File: src/rtl/unpacker_pkg.sv
// Shared types and default geometry for the stream unpacker.
package unpacker_pkg;

  typedef enum logic [1:0] {
    StReset,
    StIdle,
    StSend
  } state_e;

  localparam int unsigned IN_BYTES_DEF  = 160;
  localparam int unsigned OUT_BYTES_DEF = 32;

endpackage

File: src/rtl/unpacker_stream.sv
// Splits wide input beats into OUT_BYTES-wide output words, lowest word first,
// tracking packet framing and flagging protocol violations.
module unpacker_stream
  import unpacker_pkg::*;
#(
  parameter int unsigned IN_BYTES  = IN_BYTES_DEF,
  parameter int unsigned OUT_BYTES = OUT_BYTES_DEF,
  parameter int unsigned VBC_W     = $clog2(IN_BYTES + 1)
) (
  input  logic                   clk,
  input  logic                   reset,
  input  logic                   val,
  input  logic                   sop,
  input  logic                   eop,
  input  logic [VBC_W-1:0]       vbc,
  input  logic [IN_BYTES*8-1:0]  data,
  output logic                   ready,
  input  logic                   dn_ready,
  output logic                   o_val,
  output logic                   o_sop,
  output logic                   o_eop,
  output logic [VBC_W-1:0]       o_vbc,
  output logic [OUT_BYTES*8-1:0] o_data,
  output logic                   idle,
  output logic                   err
);

  localparam int unsigned WORDS = IN_BYTES / OUT_BYTES;
  localparam int unsigned KW    = (WORDS > 1) ? $clog2(WORDS) : 1;
  localparam int unsigned OW    = OUT_BYTES * 8;
  localparam logic [VBC_W-1:0] IN_V  = VBC_W'(IN_BYTES);
  localparam logic [VBC_W-1:0] OUT_V = VBC_W'(OUT_BYTES);

  if ((IN_BYTES % OUT_BYTES) != 0 || IN_BYTES < OUT_BYTES) begin : g_bad_params
    $error("unpacker_stream: IN_BYTES must be a non-zero multiple of OUT_BYTES");
  end

  state_e               state;
  logic [KW-1:0]        k;
  logic [KW-1:0]        n_last;
  logic                 cap_eop;
  logic [VBC_W-1:0]     cap_last_vbc;
  logic [IN_BYTES*8-1:0] cap_data;
  logic                 in_pkt;

  logic                 accept;
  logic                 load;
  logic                 viol;
  logic                 last_word;
  logic [KW-1:0]        k_nxt;
  logic [VBC_W-1:0]     vbc_c;
  logic [VBC_W-1:0]     nl_full;
  logic [KW-1:0]        in_n_last;
  logic [VBC_W-1:0]     in_last_vbc;

  always_comb begin
    vbc_c       = (vbc > IN_V) ? IN_V : vbc;
    nl_full     = (vbc_c == '0) ? '0 : (vbc_c - 1'b1) / OUT_V;
    in_n_last   = KW'(nl_full);
    in_last_vbc = vbc_c - nl_full * OUT_V;
    last_word   = (k == n_last);
    k_nxt       = k + 1'b1;
    ready       = (state == StIdle) || (state == StSend && last_word && dn_ready);
    idle        = (state == StIdle);
    accept      = val && ready;
    // Zero-byte beats only touch packet tracking; they never produce a word.
    load        = accept && (vbc_c != '0);
    viol        = (vbc > IN_V) || (sop && in_pkt) || (!sop && !in_pkt);
  end

  always_ff @(posedge clk or posedge reset) begin
    if (reset) begin
      state        <= StReset;
      k            <= '0;
      n_last       <= '0;
      cap_eop      <= 1'b0;
      cap_last_vbc <= '0;
      cap_data     <= '0;
      in_pkt       <= 1'b0;
      err          <= 1'b0;
      o_val        <= 1'b0;
      o_sop        <= 1'b0;
      o_eop        <= 1'b0;
      o_vbc        <= '0;
      o_data       <= '0;
    end else begin
      err <= accept && viol;
      if (accept) begin
        in_pkt <= eop ? 1'b0 : (sop ? 1'b1 : in_pkt);
      end

      if (load) begin
        state        <= StSend;
        k            <= '0;
        n_last       <= in_n_last;
        cap_eop      <= eop;
        cap_last_vbc <= in_last_vbc;
        cap_data     <= data;
        o_val        <= 1'b1;
        o_sop        <= sop;
        o_eop        <= eop && (in_n_last == '0);
        o_vbc        <= (in_n_last == '0) ? vbc_c : OUT_V;
        o_data       <= data[OW-1:0];
      end else begin
        unique case (state)
          StReset: state <= StIdle;
          StIdle:  state <= StIdle;
          StSend: begin
            if (dn_ready) begin
              if (!last_word) begin
                k      <= k_nxt;
                o_sop  <= 1'b0;
                o_eop  <= cap_eop && (k_nxt == n_last);
                o_vbc  <= (k_nxt == n_last) ? cap_last_vbc : OUT_V;
                o_data <= cap_data[int'(k_nxt)*OW +: OW];
              end else begin
                state <= StIdle;
                k     <= '0;
                o_val <= 1'b0;
                o_sop <= 1'b0;
                o_eop <= 1'b0;
                o_vbc <= '0;
              end
            end
          end
          default: state <= StIdle;
        endcase
      end
    end
  end

endmodule
File: config.mk
export PLATFORM = sky130hd
export DESIGN_NAME = unpacker_stream
export DESIGN_NICKNAME = d
export VERILOG_FILES = /design/src/rtl/unpacker_pkg.sv /design/src/rtl/unpacker_stream.sv
export SDC_FILE = /design/constraint.sdc
export NUM_CORES = 2
export LEC_CHECK = 0
export BUFFER_PORTS_ARGS = -buffer_cell sky130_fd_sc_hd__buf_2
export CORE_AREA = 5 5 609 611
export CTS_CLUSTER_SIZE = 40
export DETAILED_ROUTE_END_ITERATION = 12
export DIE_AREA = 0 0 614 616
export HOLD_SLACK_MARGIN = 0.1
export PLACE_DENSITY = 0.34
export SLEW_MARGIN = 30
export SYNTH_ARGS = -nofsm -noshare
export SYNTH_HDL_FRONTEND = slang
export SYNTH_SLANG_ARGS = --single-unit
File: constraint.sdc
create_clock -name clk -period 47.1 [get_ports clk]
set_clock_uncertainty 0.15 [all_clocks]
set_input_delay 7.065 -clock clk [delete_from_list [all_inputs] [get_ports clk]]
set_output_delay 7.065 -clock clk [all_outputs]
set_load 0.005 [all_outputs]
==> qor.csv <==
metric;value;unit
status;completed;
Critical Path RT;39.88;ns
headroom to the max-slew limit;30.2;%
Power Density;69.6;nW/um^2
MaxCap Viol Count;0;
clk slew on worst S/H paths;0.06;ns
Worst setup SP type;input port;
most frequent cells in the layout;nand2_1, dfrtp_1, buf_2;
via count;58100;
Synth async-reset ratio;100;%
sequential-to-total area share from yosys stat;57.8;%
Worst-Margin Slew;1.05;ns
via/cell ratio;4.30;
Leakage;44.0;nW
TritonCTS clock tree;built;
area leader, netlist;dfrtp_1;
Wirelength per Cell;25.7;um
Yosys reg bits;1566;
Horiz. Die Dim;614;um
I/O Buffers;1563;
initial core utilization;18.6;%
worst skew pair latency;0.90;ns
total global routing overflow;0;
die height;616;um
Avg Inst Size Synth;9.65;um^2
fin cells;13500;
Layout fillers;40100;
Synthesized Nets;8324;
hpwl dp;254000;um
die area;378000;um^2
number of buffers created by CTS;203;
arrival time at the worst endpoint;8.12;ns
Peak supply drop;0.0468;mV
Ys Warns;0;
Tcrit/Tclk final;32.6;%
postcts setup bufs;0;
DRC Markers;0;
CTS Root Cell;clkbuf_16;
CTS Buffer Depth;4;
commonest non-fill, non-tap cell in the layout;nand2_1;
vias in the first global route;60400;
Detailed Route Iter0 Violations;4302;
synth unique cells;50;
Nets;9711;
Clock Sinks;1566;
f_max;65.2;MHz
Slew Limit Fails;0;
dpl cells;13000;
Sequential Area;39200;um^2
area growth from synthesis to layout;28.7;%
Hold Path Class;flip-flop to flip-flop;
Gate Count Post-Synth;7028;
hold_buf cts;0;
endpoints failing hold;0;
Setup CP Type;input port to output pin;
total track usage;17.7;%
post-detailed-route count of antenna-violating nets;0;
Final GP Congestion;0.846;
min Tclk post-route;15.33;ns
core area;364000;um^2
Crit. End Element;output pin;
setup TNS;0;ns
Std-Cell Rows;222;
RSZ-0062 raised after global routing;no;
first-pass GRT wire length;484000;um
EDFF count, synth;0;
# H-tree levels;4;
first-pass iteration count of the detailed router;6;
most area-consuming cells after synthesis;dfrtp_1, nand2_1, mux4_2;
post-synthesis cell area;67900;um^2
pin count of the biggest net entering global routing;176;
Post-CTS Resized;0;
area of the multi-input gates;25900;um^2
Main synth FF type;dfrtp_1;
initial antenna violation count;370;
crit path max fanout;11;
# setup viols final;0;
post-synth top area share;57.8;%
share of cells above drive strength 1;26.4;%
final WL;347000;um
I/O pin total;1564;
==> final timing paths <==
| kind | startpoint | end | slack, ns | cells after the start |
|---|---|---|---|---|
| max in group asynchronous | reset | o_data[77] | 36.14 | 8 |
| max reg2reg | k[0] | o_data[250] | 40.99 | 10 |
| min reg2reg | cap_data[623] | cap_data[623] | 0.32 | 2 |
| min in group asynchronous | reset | cap_data[439] | 6.03 | 2 |
| max | dn_ready | ready | 31.77 | 5 |
| min | cap_data[623] | cap_data[623] | 0.32 | 2 |
==> cells in the mapped netlist (all sizes together), types with 5 or more instances <==
cell / n
nand2: 3975
dfrtp: 1566
buf: 293
a22oi: 257
mux4: 256
clkbuf: 183
inv: 148
o221ai: 147
o221a: 110
a21oi: 13
nor2: 10
a22o: 7
nor3: 7
nand3: 6
a2bb2oi: 5
==> metrics by stage <==
stage          power (mW)  hold WS, ns  util, %  setup slack [ns]  cell area, um^2
2_1_floorplan        3.70        0.287        -             18.19            67900
3_3_place_gp         4.53        0.301     22.0             31.77            80300
3_5_place_dp         4.56        0.307     22.0             31.76            80300
4_1_cts              6.21        0.322     23.9             31.76            87000
5_1_grt              6.52        0.333     23.9             31.63            87200
6_report             6.08        0.318     24.0             31.77            87400
==> cell type report <==
cell class | instances | share of cell area, %
clock buffer | 306 | 6.86
antenna | 113 | 0.324
sequential | 1566 | 44.9
tap | 4816 | 6.90
clock inverter | 50 | 0.812
timing repair buffer | 1658 | 10.0
inverter | 148 | 0.640
multi-input combinational | 4838 | 29.6
==> power breakdown <==
part           internal (mW)  switching (mW)
combinational          0.835            1.25
clock                  0.937           0.661
sequential              2.00           0.403
total                   3.77            2.31
==> state kept, by name (all words and copies together) (netlist names) <==
| register | count |
|---|---|
| n_last | 3 |
| o_val | 1 |
| cap_eop | 1 |
| cap_last_vbc | 8 |
| in_pkt | 1 |
| o_vbc | 8 |
| state | 2 |
| cap_data | 1280 |
| err | 1 |
| o_eop | 1 |
| o_data | 256 |
| o_sop | 1 |
| k | 3 |
==> kinds of logic after synthesis <==
logic type / after synthesis / share of synthesized area [%]
simple gates: 4018 / 22.4
flops: 1566 / 57.8
buf+inv: 624 / 4.23
compound gates: 553 / 6.98
mux: 257 / 8.51
xor+xnor: 8 / 0.125
fa+ha+maj: 2 / 0.0369
==> critical path, cell delays in order <==
cell and delay [ns]:
buf_2 0.12, and2_1 0.48, nand2_1 0.17, nand2b_1 0.12, buf_2 0.13
==> metal layers <==
layer  vias to the layer above  track usage (%)  share of wire (%)  wire (um)
li1                      25900                -                  -          -
met1                     29200             21.6                 40     139000
met2                      1969             30.6                 49     171000
met3                       876             4.38                6.7      23100
met4                       142             5.43                3.7      12900
met5                         -                0               0.24        833
Note: power is estimated with default switching activity, not from simulation.
